## config.mk

```make
export PLATFORM = sky130hd
export DESIGN_NAME = aipp_vrm_responder
export DESIGN_NICKNAME = d
export VERILOG_FILES = /design/src/rtl/aipp_vrm_responder.sv
export SDC_FILE = /design/constraint.sdc
export NUM_CORES = 1
export LEC_CHECK = 0
export BUFFER_PORTS_ARGS = -buffer_cell sky130_fd_sc_hd__buf_2
export CORE_MARGIN = 2
export CORE_UTILIZATION = 50
export DETAILED_ROUTE_END_ITERATION = 8
export MAX_ROUTING_LAYER = met4
export PLACE_DENSITY = 0.68
export SLEW_MARGIN = 20
export SYNTH_ARGS = -nofsm -noshare
export SYNTH_HDL_FRONTEND = slang
export SYNTH_SLANG_ARGS = --single-unit
```

## constraint.sdc

```tcl
create_clock -name clk -period 6.8 [get_ports clk]
set_input_delay 2.04 -clock clk [delete_from_list [all_inputs] [get_ports clk]]
set_output_delay 2.04 -clock clk [all_outputs]
set_load 0.1 [all_outputs]
```

## src/rtl/aipp_vrm_responder.sv

```systemverilog
// VRM-side responder for the AIPP pre-trigger protocol: ramps VID idle->boost on a
// trigger, holds boost through the released load burst, ramps back, and reports lead time.
module aipp_vrm_responder #(
    parameter int VID_W      = 8,
    parameter int VID_IDLE   = 80,
    parameter int VID_BOOST  = 120,
    parameter int STEP       = 4,
    parameter int STEP_CYC   = 1000,
    parameter int HOLD_CYC   = 2000,
    parameter int ORPHAN_CYC = 20000
) (
    input  logic             clk,
    input  logic             rst_n,
    input  logic             vrm_trigger,
    input  logic             data_release,
    output logic [VID_W-1:0] vid_out,
    output logic             power_good,
    output logic             ramping,
    output logic [31:0]      lead_cycles,
    output logic             lead_valid,
    output logic             err_late,
    output logic             err_orphan,
    output logic [2:0]       dbg_state
);

    typedef enum logic [2:0] {
        S_IDLE      = 3'd0,
        S_RAMP_UP   = 3'd1,
        S_BOOSTED   = 3'd2,
        S_LOAD      = 3'd3,
        S_RAMP_DOWN = 3'd4
    } state_t;

    localparam logic [VID_W:0]   BOOST_X = (VID_W+1)'(VID_BOOST);
    localparam logic [VID_W:0]   IDLE_X  = (VID_W+1)'(VID_IDLE);
    localparam logic [VID_W:0]   STEP_X  = (VID_W+1)'(STEP);
    localparam logic [VID_W-1:0] BOOST_V = VID_W'(VID_BOOST);
    localparam logic [VID_W-1:0] IDLE_V  = VID_W'(VID_IDLE);

    state_t           state_q, state_d;
    logic [VID_W-1:0] vid_q, vid_d, vid_up, vid_dn;
    logic [VID_W:0]   vid_x, vid_up_x;
    // One timer serves as step, hold and orphan timer; the states never overlap.
    logic [31:0]      tmr_q, tmr_d;
    logic [31:0]      lead_cnt_q, lead_cnt_d, lead_inc;
    logic [31:0]      lead_cycles_d;
    logic             pend_q, pend_d;
    logic             lead_done_q, lead_done_d;
    logic             lead_valid_d, err_late_d, err_orphan_d;
    logic             step_wrap, report;

    assign vid_x     = {1'b0, vid_q};
    assign vid_up_x  = vid_x + STEP_X;
    assign vid_up    = (vid_up_x > BOOST_X) ? BOOST_V : vid_up_x[VID_W-1:0];
    assign vid_dn    = (vid_x < IDLE_X + STEP_X) ? IDLE_V : VID_W'(vid_x - STEP_X);
    assign step_wrap = (tmr_q == 32'(STEP_CYC - 1));
    assign lead_inc  = (lead_cnt_q == '1) ? lead_cnt_q : lead_cnt_q + 32'd1;

    always_comb begin
        state_d       = state_q;
        vid_d         = vid_q;
        tmr_d         = tmr_q + 32'd1;
        pend_d        = pend_q;
        lead_cnt_d    = lead_inc;
        lead_done_d   = lead_done_q;
        lead_cycles_d = lead_cycles;
        lead_valid_d  = 1'b0;
        err_late_d    = 1'b0;
        err_orphan_d  = 1'b0;
        report        = 1'b0;
        unique case (state_q)
            S_IDLE, S_RAMP_DOWN: begin
                if (data_release || vrm_trigger) begin
                    state_d     = S_RAMP_UP;
                    tmr_d       = '0;
                    lead_cnt_d  = '0;
                    lead_done_d = 1'b0;
                    // A release here doubles as the trigger and reports zero lead.
                    if (data_release) begin
                        err_late_d    = 1'b1;
                        pend_d        = 1'b1;
                        lead_cycles_d = '0;
                        lead_valid_d  = 1'b1;
                        lead_done_d   = 1'b1;
                    end
                end else if (state_q == S_RAMP_DOWN && step_wrap) begin
                    tmr_d = '0;
                    vid_d = vid_dn;
                    if (vid_dn == IDLE_V) state_d = S_IDLE;
                end
            end
            S_RAMP_UP: begin
                if (data_release) begin
                    err_late_d = 1'b1;
                    pend_d     = 1'b1;
                    report     = 1'b1;
                end
                if (step_wrap) begin
                    tmr_d = '0;
                    vid_d = vid_up;
                    if (vid_up == BOOST_V) begin
                        if (pend_d) begin
                            state_d = S_LOAD;
                            pend_d  = 1'b0;
                        end else begin
                            state_d = S_BOOSTED;
                        end
                    end
                end
            end
            S_BOOSTED: begin
                if (data_release) begin
                    state_d = S_LOAD;
                    tmr_d   = '0;
                    report  = 1'b1;
                end else if (vrm_trigger) begin
                    tmr_d = '0;
                end else if (tmr_q == 32'(ORPHAN_CYC - 1)) begin
                    err_orphan_d = 1'b1;
                    state_d      = S_RAMP_DOWN;
                    tmr_d        = '0;
                end
            end
            S_LOAD: begin
                if (data_release || vrm_trigger) begin
                    tmr_d  = '0;
                    report = data_release;
                end else if (tmr_q == 32'(HOLD_CYC - 1)) begin
                    state_d = S_RAMP_DOWN;
                    tmr_d   = '0;
                end
            end
            default: state_d = S_IDLE;
        endcase
        // Only the first release after acceptance updates the lead measurement.
        if (report && !lead_done_q) begin
            lead_cycles_d = lead_inc;
            lead_valid_d  = 1'b1;
            lead_done_d   = 1'b1;
        end
    end

    always_ff @(posedge clk or negedge rst_n) begin
        if (!rst_n) begin
            state_q     <= S_IDLE;
            vid_q       <= IDLE_V;
            tmr_q       <= '0;
            lead_cnt_q  <= '0;
            pend_q      <= 1'b0;
            lead_done_q <= 1'b0;
            lead_cycles <= '0;
            lead_valid  <= 1'b0;
            err_late    <= 1'b0;
            err_orphan  <= 1'b0;
            power_good  <= 1'b0;
            ramping     <= 1'b0;
        end else begin
            state_q     <= state_d;
            vid_q       <= vid_d;
            tmr_q       <= tmr_d;
            lead_cnt_q  <= lead_cnt_d;
            pend_q      <= pend_d;
            lead_done_q <= lead_done_d;
            lead_cycles <= lead_cycles_d;
            lead_valid  <= lead_valid_d;
            err_late    <= err_late_d;
            err_orphan  <= err_orphan_d;
            power_good  <= (state_d == S_BOOSTED) || (state_d == S_LOAD);
            ramping     <= (state_d == S_RAMP_UP) || (state_d == S_RAMP_DOWN);
        end
    end

    assign vid_out   = vid_q;
    assign dbg_state = state_q;

endmodule

```

# Word level (Yosys, flattened, before mapping)
# Cells that the tools add are included.
# totals
reg_bits	114
in_bits	4
out_inout_bits	48
elab_cells	107
# classes
n_addsub	4
order_cmp	2
eq_ne	18
muxes	54
reduce_logical	17
# op_table
cell	n
2-to-1 mux 32 bit	15
one-hot mux 32 bit (4 select lines)	1
adder 32 x 1 -> 32 bit (second input constant)	2
2-to-1 mux 8 bit	5
equality test 32 x 10 -> 1 bit (second input constant)	1
equality test 32 x 11 -> 1 bit (second input constant)	1
equality test 32 x 15 -> 1 bit (second input constant)	1
equality test 32 bit (second input constant)	1
2-to-1 mux 3 bit	10
2-to-1 mux 1 bit	18
equality test 8 x 7 -> 1 bit (second input constant)	2
one-hot mux 8 bit (2 select lines)	1
equality test 3 x 2 -> 1 bit (second input constant)	4
one-hot mux 3 bit (4 select lines)	1
adder 8 x 3 -> 9 bit (second input constant)	1
greater-than comparator 9 x 7 -> 1 bit (second input constant)	1
less-than comparator 8 x 7 -> 1 bit (second input constant)	1
inequality test 2 bit (second input constant)	4
nonzero test 2 bit	4
subtractor 8 x 3 -> 8 bit (second input constant)	1
equality test 3 x 1 -> 1 bit (second input constant)	2
equality test 3 bit (second input constant)	2
one-hot mux 1 bit (2 select lines)	3
AND reduction 2 bit	2
other kinds (7)	11

# Longest topological paths before layout
# Gate-level depths: netlist of the first run.
# logic_depth
word_depth	9
depth_mapped	9
ltp_nobuf	8

# Worst setup path before layout of the first run
# OpenSTA, ideal clock, no wires.
# synth_timing
path_type	input to register
startpoint	in vrm_trigger
endpoint	reg ramping
setup_time_ns	0.063
arrival_time_ns	3.268
t_required_ns	6.737
slack_ns	3.469
path_stages	4
n_path_buf	0
cell_sequence	or2_2 -> or4_1 -> a21o_1 -> o21ba_2
# synth_via
elab_chain_len	5
word_cells_on_any_way	9
classes_between	eq/ne: 2; mux: 5; reduce/logical: 2
# synth_rtl
item	line_no	text
start, declared	14	input logic vrm_trigger,
2-to-1 mux 3 bit or logical OR 1 bit (tied branches)	116, 73, 125	
2-to-1 mux 3 bit (on tied branches)	112, 125, 73	
one-hot mux 3 bit (4 select lines) *	71	unique case (state_q)
net state_d[1]	40	state_t state_q, state_d;
equality test 3 x 1 -> 1 bit or equality test 3 bit (tied branches)	169	ramping <= (state_d == S_RAMP_UP) || (state_d == S_RAMP_DOWN);
logical OR 1 bit *	169	
end signal, assigned	169	
end, declared	18	output logic ramping,
# The timed path passes the listed nets; every way through them passes the cells marked *.
# A chain may end at the register's enable or synchronous reset.

# Worst setup path after layout of the first run
# layout_timing
startpoint	reg vid_q[5] (netlist: vid_out[5])
endpoint	out vid_out[5]
# layout_lines
item	line_no	text
start, declared	41	logic [VID_W-1:0] vid_q, vid_d, vid_up, vid_dn;
start signal, assigned	159	vid_q <= vid_d;
end, declared	16	output logic [VID_W-1:0] vid_out,
# No word-level cell between the ends.

==> flow_results.org, run 1 <==
** Place
- Port buffering added 51 buffers.
- Placer Congestion :: about 0.9
- Summed over all nets, the half-perimeter wirelength after detailed placement is roughly 8.1 mm.

** Synthesis
- Top area cells in the synthesized netlist :: dfrtp_1 50%, nor2_1 6.6%, xnor2_1 5.0%
- A synthesized cell averages 9.43 um2.
- Flip-flop cell with the highest count after synthesis :: dfrtp_1
- Of the total synthesized cell area, the portion taken by XOR and XNOR cells is 9.77%.
- Synthesized-area fraction occupied by ao, oa, aoi and oai cells :: 8.86%
- Summing the areas of all fa, ha and maj instances in the mapped netlist gives ~1.1% of the synthesized area.
- The Yosys step of the flow raised 0 warnings.
- The top cell type by area accounts for around 50% of the synthesized area.
- Counting flops and latches in the post-synthesis netlist gives about 110.
- Async set-reset flop share out of synthesis :: 100%
- The synthesized design contains 0 enable-type register cells.
- Synthesis instantiated 60 different standard cells from the library.
- The biggest area contributor in the post-synthesis netlist is dfrtp_1.
- Proportion of synthesized chip area in sequential cells :: ~50%
- Post-synthesis cell area :: approximately 0.0056 mm2
- Synthesis handed over a netlist of around 600 instances.
- Of the total synthesized cell area, the portion taken by AND, OR, NAND and NOR gates is between 20% and 30%.
- Combinational family with the most area after synthesis :: simple AND/OR/NAND/NOR gates
- Synthesis produced a netlist with a net count of 608.
- The portion of synthesized area spent on multiplexers is 0.554%.

** Detailed routing
- Final routed wire length divided by cell count :: approximately 15 um
- Drc violations :: 0
- For this block, the initial DRC count from the detailed router was around 330.
- In the routed layout, each cell is associated on average with a via count of approximately 5.6.
- The final layout contains routed wiring with a total length of roughly 12 mm.
- The detail route stage leaves a number of antenna-violating nets equal to 0.
- Number of detailed-routing iterations run before antenna repair :: 5
- The routed layout has 4501 vias.

** Timing
- Setup clock skew after layout :: about 0.0077 ns
- Setup violations remaining at the end of the flow were counted as 0.
- In the final timing run, aggregate negative setup slack is 0 ns.
- The final critical path takes up between 50% and 60% of the cycle.
- Tightest Pin Transition :: approximately 0.87 ns
- The final number of hold-violating endpoints was 0.
- Fin crit period :: 3.61 ns
- Remaining max-slew budget at the tightest pin :: around 42%
- RSZ-0062 raised after global routing :: false
- Max frequency :: 277 MHz
- Max-slew violations :: 0

** Critical path
- The worst register-to-register path ends at ramping.
- Worst EP arrival :: around 1.6 ns
- The setup path with the least slack is of type flip-flop to output port.
- In this run the number of cells on the critical path is 1.
- Number of cells on the worst reg-to-reg path :: 8
- Family with the most delay on the worst path :: flip-flops
- In this run the register-to-register setup slack is 4.32 ns.
- Cell-by-cell trace of the critical path :: buf_2
- Critical Path Fanout Max :: 17
- Capture point of the worst path :: vid_out[5]
- Worst Setup Start Kind :: flip-flop
- Slowest cell on crit path :: dfrtp_1
- Tracing the worst setup path back leads to its startpoint at vid_out[5].
- Critical path capture point type :: output port
- Counting both buffers and inverters, the worst setup path holds a total of 1.
- The startpoint identified for the worst register-to-register timing path is vid_out[2].
- On the worst path, the slowest cell contributes a delay of about 0.64 ns.
- Worst endpoint required time :: between 4 and 5 ns

** Floorplan
- Die H :: approximately 110 um
- The die covers approximately 0.012 mm2.
- In this run the core area contains 38 standard-cell rows.
- I/O pin count :: between 50 and 60
- Core area :: ~0.011 mm2
- Die boundary width :: around 110 um
- Initial cell density of the core :: between 50 and 60%

** CTS
- Post-cts hold buffer count :: 0
- In this run, post-CTS repair resized a total of 0 instances.
- The later pin in the worst-skew pair is clocked with a latency of approximately 0.41 ns.
- Clock-pin slew was measured on the worst setup and hold paths at approximately 0.05 ns.
- Counting the buffers created by CTS gives 17.
- The clock tree synthesis step divided the H-tree into 4 levels.
- Once the clock tree was built, the setup fixing pass inserted 0 buffers.
- Longest Clk Path Bufs :: 2
- Number of clock sinks :: roughly 110
- TritonCTS built the clock tree.
- Root buffer cell :: clkbuf_16

** Status
- Run status :: finished clean

** GRT
- Wire length of the first global-routing pass :: roughly 21 mm
- After global routing the overflow that remains totals 0.
- Number of antenna violations at the first check in global routing :: 0
- Global routing consumed, over all layers together, 22.7% of the routing resources.
- The via count of the first global-routing pass is roughly 4300.
- Entering global routing, the biggest net connects 70 pins.

** Job
- Number of maximum-capacitance constraint violations :: 0

** Finish
- Of the cells placed in the final design, the portion with a size suffix greater than 1 is around 16%.
- Post-layout net count :: ~660
- At the end of the flow the core is filled with cells to just over 60%.
- Area growth from synthesis to layout :: 17.0%
- Fill cells in the final layout number roughly 930.
- Antenna cells :: 0

** Worst hold path
- The tightest min-delay check is of the flip-flop to flip-flop type.

** Pwr
- IR analysis of the VDD net gives a maximum drop of ~0.24 mV.
- Leakage component of the power :: ~3.0 nW
- For this design the ratio of total power to cell area is approximately 310 mW/mm2.
## stage by stage
| step | total power (W) | area, um2 | setup WS, ns | std cells | hold slack, ns |
|---|---|---|---|---|---|
| 3_5_place_dp | 0.00120 | 6010 | 3.17 | 769 | 0.467 |
| 3_3_place_gp | 0.00119 | 6000 | 3.24 | 768 | 0.458 |
| 5_1_grt | 0.00217 | 6610 | 3.12 | 799 | 0.502 |
| 2_1_floorplan | 0.00111 | 5650 | 3.47 | 599 | 0.447 |
| 4_1_cts | 0.00210 | 6610 | 3.19 | 799 | 0.479 |
| 6_report | 0.00208 | 6610 | 3.19 | 799 | 0.470 |
## cells by family (layout without fill, tap and decap cells)
logic type	count (synthesis)	in the layout
simple gates	297	297
flops	114	114
compound gates	80	80
xor+xnor	63	63
buf+inv	37	97
fa+ha+maj	5	5
mux	3	3
## cell usage after synthesis, types with 3 or more instances
cell type  number
dfrtp_1       112
nor2_1        100
nand2_1        59
xnor2_1        32
o21ai_0        31
xor2_1         31
nand3_1        26
nand4_1        24
nor3_1         19
clkbuf_1       18
and3_1         14
inv_1          11
o21ai_1        11
a21oi_1         9
nor4_1          7
and4_1          6
buf_2           6
nand2b_1        6
ha_1            5
nor2b_1         5
a21o_1          4
or4_1           4
and2_1          3
nand3b_1        3
nor3b_1         3
or2_2           3
## sequential cells by signal, indices dropped and copies added, names as in the netlist
name         flops
vid_out          8
lead_done_q      1
lead_valid       1
dbg_state        3
err_orphan       1
power_good       1
ramping          1
lead_cycles     32
lead_cnt_q      32
err_late         1
pend_q           1
tmr_q           32
## metal layers
layer	global-route usage, %	part of all wire, %	up-vias
met4	9.02	1.6	0
met2	33.8	47	115
met1	30.1	47	2173
met5	-	0	-
li1	-	-	2192
met3	5.29	4.8	21
## cell usage in the layout (no fill, tap or decap), drive strengths merged, types with 3 or more instances in the layout
cell	instances
dfrtp	112
nor2	100
nand2	59
buf	56
o21ai	42
xnor2	32
xor2	31
nand3	26
nand4	24
clkbuf	21
nor3	19
and3	15
inv	11
a21oi	9
nor4	9
and4	6
nand2b	6
nor2b	5
ha	5
or4	5
a21o	4
and2	4
or2	3
nand3b	3
nor3b	3
bufinv	3
clkinvlp	3
or3	3
clkinv	3
## area by class of cell
type | instances | area [um2] | area share (%)
flip-flops and latches | 114 | 2860 | 43.2
multi-input cells | 448 | 2640 | 39.9
clock buffers | 21 | 470 | 7.12
repair buffers | 56 | 299 | 4.52
well taps | 140 | 175 | 2.65
clock inverters | 9 | 131 | 1.99
inverters | 11 | 41.3 | 0.625
## worst min-delay path by stage
stage | slack [ns] | to | cells after the start | start
global route | 0.50 | lead_cycles[19] | 2 | lead_cycles[19]
detailed placement | 0.47 | lead_cycles[27] | 2 | lead_cycles[27]
global placement | 0.46 | lead_cycles[3] | 2 | lead_cycles[3]
floorplan | 0.45 | lead_done_q | 2 | lead_done_q
CTS | 0.48 | lead_cycles[27] | 2 | lead_cycles[27]
finish | 0.47 | lead_cycles[6] | 2 | lead_cycles[6]
## power by group
group | switching, W | internal [W] | total [W] | leakage [nW]
combinational | 0.000316 | 0.0000787 | 0.000395 | 1.22
sequential | 0.0000512 | 0.000739 | 0.000791 | 1.54
clock | 0.000296 | 0.000599 | 0.000894 | 0.287
(Power assumes the default switching activity.)
==> run 2: changes to the inputs <==
==> constraint.sdc (replaced) <==
create_clock -name clk -period 3.41 [get_ports clk]
set_input_delay 1.023 -clock clk [delete_from_list [all_inputs] [get_ports clk]]
set_output_delay 1.023 -clock clk [all_outputs]
set_load 0.1 [all_outputs]
==> run 2 against run 1 <==
  * Global-route usage fell by 0.54 points
  * Core utilization about the same
  * Total power rose by 98%
  * First-iteration DRC count is 19% lower
  * Sequential share of layout area barely moved
  * Die area did not move
  * Sequential cell count stayed put
  * Combinational power grew 99%
  * Largest power group unchanged
  * Critical path type unchanged
==> flow_results.org, run 2 (synthesis gave the netlist of run 1 again) <==
** GRT
- The total global-route track usage was 22.1% (-0.54 points).
- The overflow left after global routing was 0 (unchanged).
- The via count of the first global-routing pass came to 4236 (-1.1%).
- The wire length of the first global-routing pass was 20.3 mm (-1.5%).
- Largest net degree at the start of global routing :: 66 (-5.7%)
- Number of antenna violations at the first check in global routing :: 0 (unchanged)

** Critical path
- Worst Setup Start Kind :: flip-flop
- The data required time at the worst endpoint was 2.39 ns (-2.37 ns).
- The slowest stage of the critical path is the dfrtp_1 cell.
- The count of buffer and inverter cells on the critical path is 1 (unchanged).
- The biggest cell delay along the critical path came to 0.64 ns (about the same).
- Worst EP arrival :: 1.57 ns (about the same)
- RR Startpoint :: lead_cnt_q[3]
- Type of the worst setup path :: flip-flop to output port
- Setup slack on the worst flop-to-flop path :: 0.83 ns (-3.49 ns)
- The maximum fanout encountered on the critical timing path was 17 (unchanged).
- Count of cell instances traversed by the critical path :: 1 (unchanged)
- Walking the worst path, the cells encountered are buf_2.
- Critical path capture point type :: output port
- Capture point of the worst reg-to-reg path :: lead_cycles[23]
- In this design, the largest share of critical-path delay is due to flip-flops.
- The count of cells along the worst register-to-register path was 6 (-2).

** Place
- The count of buffers from port buffering was 51 (unchanged).
- Final HPWL DP :: 7.90 mm (-2.4%)
- Cell count after placement :: 769 (unchanged)
- Placer Congestion :: 0.900 (+0.74%)

** Timing
- The post-route clock skew came to 0.00727 ns (-0.000474 ns).
- The worst slew margin relative to its limit came to 42.8% (+0.71 points).
- RSZ-0062 raised after global routing :: false
- Tightest Pin Transition :: 0.851 ns (-0.0177 ns)
- After layout, the minimum clock period comes to approximately 2.6 ns.
- The total setup violations reported at the end of the flow came to 0 (unchanged).
- Max-slew violations :: 0 (unchanged)
- Final-layout setup total negative slack :: 0 ns (unchanged)
- The final number of hold-violating endpoints was 0 (unchanged).
- Derived from the worst setup path, the maximum achievable clock frequency is 385 MHz.
- Final critical-path share of the clock period :: between 70% and 80%

** CTS
- The clock-pin slew on the worst setup and hold paths was 0.05 ns (about the same).
- TritonCTS built the clock tree.
- The clock sink count came to 114 (unchanged).
- The H-tree depth is 4 (unchanged).
- Number of clock buffers inserted by TritonCTS :: 17 (unchanged)
- The number of buffers inserted by hold repair at cts is 0 (unchanged).
- Longest Clk Path Bufs :: 2 (unchanged)
- Insertion delay of the later-clocked pin in the worst-skew pair :: 0.41 ns (about the same)
- Root buffer cell :: clkbuf_16
- PostCTS Resize Cnt :: 0 (unchanged)
- Buffers inserted during post-CTS setup optimization :: 0 (unchanged)

** Floorplan
- Core area :: 0.0109 mm2 (unchanged)
- FP Rows :: 38 (unchanged)
- The number of top-level pins came to 52 (unchanged).
- Die boundary width :: 110 um (unchanged)
- The die extent in y came to 110 um (unchanged).
- The area enclosed by the die boundary came to 0.0122 mm2 (unchanged).
- The initial standard-cell utilization of the core is 51.6% (unchanged).

** Status
- Run status :: finished clean

** Finish
- The largest registers in the layout are lead_cnt_q x32, lead_cycles x32, tmr_q x32.
- The non-filler instance count after layout came to 801 (+0.25%).
- Commonest cells after routing, fill and taps aside :: 112 x dfrtp_1, 100 x nor2_1, 59 x nand2_1, 50 x buf_2, 32 x xnor2_1
- Ratio of cells with drive above 1 in the final layout :: 15.9% (+0.10 points)
- Post-layout net count :: 657 (unchanged)
- Area growth from synthesis to layout :: 17.0% (about the same)
- Most frequent standard cell in the layout excluding fill and tap cells :: dfrtp_1
- The antenna diode count is 0 (unchanged).

** Worst hold path
- Launch instance of the worst min-delay path :: lead_cycles[12]
- The min-delay analysis places its worst path in the category flip-flop to flip-flop.
- Hold path endpoint :: lead_cycles[12]
- Hold path depth :: 2 (unchanged)

** Pwr
- Leakage component of the power :: 3.05 nW (+0.16%)
- The cell area power density came to 623 mW/mm2 (+98%).
- Peak ir drop on the vdd network :: 0.365 mV (+52%)

** Detailed routing
- Number of detailed-routing iterations run before antenna repair :: 4 (-1)
- The detailed router's first-iteration violation count is 270 (-19%).
- Total number of vias :: 4468 (-0.73%)
- In this run the top signal layer used is met4.
- The via-per-instance ratio came to 5.58 (-0.98%).
- The detailed-route DRC error count was 0 (unchanged).
- Count of antenna-violating nets left after detailed routing :: 0 (unchanged)
- Wire length on met1 :: 5.81 mm (+2.8%)
- The detailed-route wire length per cell came to 15.0 um (-1.3%).
- Amount of wire on met3 after detailed routing :: 499 um (-15%)
- Total wire length after detailed routing :: 12.0 mm (-1.0%)
- Met2 Routed Length :: 5.54 mm (-2.4%)

** Job
- The max-cap check violation count came to 0 (unchanged).
run 2: where the power goes:
group          leakage [nW]  total, W  switching (W)  internal [W]
Combinational          1.23  0.000786       0.000629      0.000157
Clock                 0.289   0.00175       0.000605       0.00115
Sequential             1.54   0.00158       0.000105       0.00147
Total                  3.05   0.00412        0.00134       0.00278
run 2: metrics by stage:
| stage | hold WS [ns] | worst slack (ns) | power, W | util (%) | instance area, um2 |
|---|---|---|---|---|---|
| finish | 0.472 | 0.813 | 0.00412 | 60.4 | 6610 |
| CTS | 0.477 | 0.816 | 0.00415 | 60.4 | 6610 |
| global placement | 0.457 | 0.878 | 0.00237 | 55.0 | 6020 |
| detailed placement | 0.465 | 0.825 | 0.00239 | 55.0 | 6020 |
| floorplan | 0.447 | 0.728 | 0.00220 | - | 5650 |
| global route | 0.491 | 0.674 | 0.00431 | 60.4 | 6610 |
run 2: final cells by class:
type                            count  area, um2
Clock inverter                      9        104
Fill cell                         964       4330
Inverter                           11       41.3
Sequential cell                   114       2860
Tap cell                          140        175
Multi-Input combinational cell    448       2640
Clock buffer                       23        488
Timing Repair Buffer               56        308
run 2: routing by layer:
metal	vias up	track usage (%)
met3	14	5.82
met5	-	-
met4	0	6.88
met2	91	33.0
li1	2186	-
met1	2177	29.8
run 2: worst max-delay path by stage:
stage	startpoint	endpoint	slack, ns
floorplan	vid_out[2]	ramping	0.73
global placement	data_release	ramping	0.88
detailed placement	data_release	ramping	0.82
CTS	vid_out[5]	vid_out[5]	0.82
global route	lead_cnt_q[3]	lead_cycles[21]	0.67
finish	vid_out[5]	vid_out[5]	0.81
==> run 3: changes to the inputs <==
--- a/config.mk
+++ b/config.mk
@@ -5,12 +5,13 @@
 export SDC_FILE = /design/constraint.sdc
 export NUM_CORES = 1
 export LEC_CHECK = 0
+export ABC_AREA = 1
 export BUFFER_PORTS_ARGS = -buffer_cell sky130_fd_sc_hd__buf_2
 export CORE_MARGIN = 2
 export CORE_UTILIZATION = 50
 export DETAILED_ROUTE_END_ITERATION = 8
 export MAX_ROUTING_LAYER = met4
-export PLACE_DENSITY = 0.68
+export PLACE_DENSITY = 0.7
 export SLEW_MARGIN = 20
 export SYNTH_ARGS = -nofsm -noshare
 export SYNTH_HDL_FRONTEND = slang
==> constraint.sdc (replaced) <==
create_clock -name clk -period 2.3 [get_ports clk]
set_input_delay 0.69 -clock clk [delete_from_list [all_inputs] [get_ports clk]]
set_output_delay 0.69 -clock clk [all_outputs]
set_load 0.1 [all_outputs]
==> run 3 against run 2 <==
  * Sequential cell count did not move
  * Highest routed layer unchanged
  * Register-to-register slack got worse by 0.61 ns
  * Largest cell class is now multi-input combinational cells
  * Sequential power rose by 45%
  * First-iteration DRC count up 59%
  * Non-clock buffer count increased by 7
  * Cell count grew 28%
  * Sequential share of layout area is 4.1 points lower
  * Critical path type unchanged
  * Synthesized cell count is 30% higher
==> flow_results.org, run 3 <==
** Synthesis
- Top area cells in the synthesized netlist :: dfrtp_1 45%, nand2_1 11%, nor2_1 6.9%
- The top-area cell type share of the netlist area is 45.3% (-4.3 points).
- Number of synthesized register bits :: 114 (unchanged)
- Number of enable-type register cells in the synthesized netlist :: 0 (unchanged)
- The netlist area before placement was 0.00618 mm2 (+9.5%).
- The post-synthesis sequential area ratio is 46.2% (-4.4 points).
- Flip-flop cell with the highest count after synthesis :: dfrtp_1
- The number of distinct library cells after synthesis was 46 (-23%).
- nand2_1 is the most common cell in the netlist.
- Count of synthesis-stage warnings from yosys :: 0 (unchanged)
- The average cell area after synthesis is 7.95 um2 (-16%).
- The async set-or-reset flop fraction in the synthesized netlist was 100% (unchanged).
- Summed over all instances, the cell type with the most area after synthesis is dfrtp_1.
- Post-synthesis net count :: 787 (+29%)
- Most used standard cells in the synthesized netlist :: 185 x nand2_1, 113 x nor2_1, 112 x dfrtp_1
- The number of instances in the synthesized netlist is 778 (+30%).

** Detailed routing
- The detailed-route wire length per cell was 14.7 um (-1.8%).
- The via count of the routed design is 5369 (+20%).
- The post-detailed-route count of antenna-violating nets was 0 (unchanged).
- The detailed router's first-iteration violation count was 428 (+59%).
- Total wire length after detailed routing :: 15.0 mm (+25%)
- Drc violations :: 0 (unchanged)
- Number of detailed-routing iterations run before antenna repair :: 5 (+1)
- The via-per-instance ratio was 5.25 (-5.9%).

** Finish
- Most frequent standard cell in the layout excluding fill and tap cells :: nand2_1
- The share of layout cells above drive strength 1 came to 17.7% (+1.8 points).
- Antenna cells :: 0 (unchanged)
- The net count of the finished layout was 851 (+30%).
- The end-of-flow core utilization is 60.7% (+0.22 points).
- The non-filler instance count after layout was 1023 (+28%).
- The largest registers in the layout are lead_cnt_q x32, lead_cycles x32, tmr_q x32.
- In the layout the commonest cells are 184 x nand2_1, 112 x nor2_1, 109 x dfrtp_1, 73 x inv_1, 50 x buf_2.
- Area growth from synthesis to layout :: 18.3%

** GRT
- GR Overflow Total :: 0 (unchanged)
- Peak-usage layer in the global routing report :: met1
- Largest net degree at the start of global routing :: 115 (+74%)
- Wire length of the first global-routing pass :: 25.1 mm (+24%)
- Met3 GRT Util :: 5.27% (-0.55 points)
- The total global-route track usage was 25.0% (+2.8 points).
- The met2 capacity usage during global routing was 34.9% (+2.0 points).
- Number of antenna violations at the first check in global routing :: 0 (unchanged)
- Number of global-route vias before repair :: 5148 (+22%)
- The met1 demand-to-capacity share in global routing came to 35.8% (+6.0 points).

** Critical path
- The count of cells along the worst register-to-register path was 13 (+7).
- Worst endpoint required time :: 1.61 ns (-0.78 ns)
- The register-to-register path setup slack came to 0.22 ns (-0.61 ns).
- Critical Path Fanout Max :: 9 (-8)
- The worst register-to-register path begins at vid_out[2].
- The signal on the critical path passes through buf_2.
- Among cell families on the critical path, the largest total delay comes from flip-flops.
- Crit. Startpoint :: vid_out[4]
- Buffering stage count on the worst path with inverters included :: 1 (unchanged)
- Slowest cell on crit path :: dfstp_2
- Type of the worst setup path :: flip-flop to output port
- Worst EP arrival :: 1.48 ns (-0.09 ns)
- The biggest cell delay along the critical path is 0.61 ns (-0.03 ns).
- The worst register-to-register path ends at ramping.
- The worst setup path is captured at an output port.
- STA classifies the critical path startpoint as a flip-flop.

** CTS
- Post-cts hold buffer count :: 0 (unchanged)
- The number of buffers between clock root and the deepest sink is 2 (unchanged).
- The H-tree depth is 4 (unchanged).
- The clock-pin slew on the worst setup and hold paths came to 0.05 ns (about the same).
- The clock sink count is 114 (unchanged).
- TritonCTS clock tree :: yes
- Root buffer cell :: clkbuf_16
- The worst-skew pair later-pin latency is 0.43 ns (+0.02 ns).
- The number of clock buffers inserted by TritonCTS came to 17 (unchanged).

** Floorplan
- The standard-cell row count is 40 (+5.3%).
- The total core area came to 0.0121 mm2 (+10%).
- The horizontal extent of the die is 115 um (+4.5%).
- The die extent in y came to 115 um (+4.5%).
- The initial standard-cell utilization of the core was 51.3% (-0.38 points).
- Die area :: 0.0133 mm2 (+9.1%)
- The number of top-level pins was 52 (unchanged).

** Timing
- The count of pins over their slew limit is 0 (unchanged).
- For the finished layout, the period the worst path requires is 2.17 ns.
- PnR worst setup slack :: 0.128 ns (-0.684 ns)
- RSZ-0062 raised after global routing :: false
- Based on the critical path, the design can be clocked at up to roughly 460 MHz.
- Total count of hold-check failures in the final report :: 0 (unchanged)
- Remaining max-slew budget at the tightest pin :: 58.3% (+15 points)
- Total of endpoints with negative setup slack in the final report :: 0 (unchanged)
- The post-route clock skew is 0.00647 ns (-0.000796 ns).
- The slew at the pin with the worst max-slew slack came to 0.626 ns (-0.225 ns).
- The total negative setup slack is 0 ns (unchanged).
- Final critical-path share of the clock period :: between 90% and 100%

** Pwr
- The leakage power total came to 3.60 nW (+18%).
- The total power of the final layout is 0.00670 W (+63%).
- The cell area power density came to 915 mW/mm2 (+47%).
- Peak ir drop on the vdd network :: 0.877 mV (+140%)

** Place
- The number of placed instances, taps included was 991 (+29%).
- The post-placement setup slack is 0.180 ns (-0.645 ns).
- Port buffer count :: 51 (unchanged)
- Placer Congestion :: 0.976 (+8.4%)
- Final HPWL DP :: 10.6 mm (+34%)

** Job
- Number of maximum-capacitance constraint violations :: 0 (unchanged)

** Status
- The flow ran to the end, and the final reports show no timing, DRC or antenna violations.

** Worst hold path
- Hold crit path type :: primary input to async pin
==> run 3: power by group <==
part | leakage, nW | switching (W) | internal, W
logic | 1.77 | 0.00131 | 0.000353
clock network | 0.291 | 0.000956 | 0.00179
registers | 1.53 | 0.000120 | 0.00217
total | 3.60 | 0.00238 | 0.00431
==> run 3: metal layers <==
layer  wire length, um  part of all wire (%)  vias up
met1              7380                    49     2573
met3               747                   5.0       24
met2              6660                    44      149
met5                 0                     0        -
li1                  -                     -     2623
met4               244                   1.6        0
==> run 3: cells by family (layout without fill, tap and decap cells) <==
logic type,Yosys count,after routing,share of synthesized area (%)
mux,1,1,0.162
simple gates,419,419,30.5
compound gates,78,78,7.43
buf+inv,107,184,7.08
flops,114,114,46.2
fa+ha+maj,5,5,1.01
xor+xnor,54,54,7.65
==> run 3: final cells by class <==
| class | instances | area (um2) |
|---|---|---|
| clock buffer | 20 | 467 |
| clock inverter | 12 | 155 |
| fill | 1070 | 4750 |
| inverter | 89 | 334 |
| multi-input combinational | 557 | 2920 |
| sequential | 114 | 2860 |
| tap | 168 | 210 |
| timing repair buffer | 63 | 373 |
==> run 3: timing repair <==
action / 4_1_cts / 5_1_grt
setup buffers: 0 / 0
resized for setup: 0 / 4
endpoints found under the setup margin: 0 / 1
==> run 3: worst max path at each step <==
stage	to	slack [ns]	cells past startpoint
3_5_place_dp	ramping	0.18	13
3_3_place_gp	ramping	0.18	13
5_1_grt	ramping	0.02	13
4_1_cts	vid_out[4]	0.11	1
6_report	vid_out[4]	0.13	1
2_1_floorplan	ramping	0.06	13
==> run 3: metrics by stage <==
| step | cell area, um2 | hold slack (ns) |
|---|---|---|
| after global routing | 7320 | 0.396 |
| after CTS | 7290 | 0.374 |
| after detailed placement | 6670 | 0.443 |
| final | 7320 | 0.315 |
| after floorplan | 6190 | 0.394 |
| after global placement | 6670 | 0.437 |
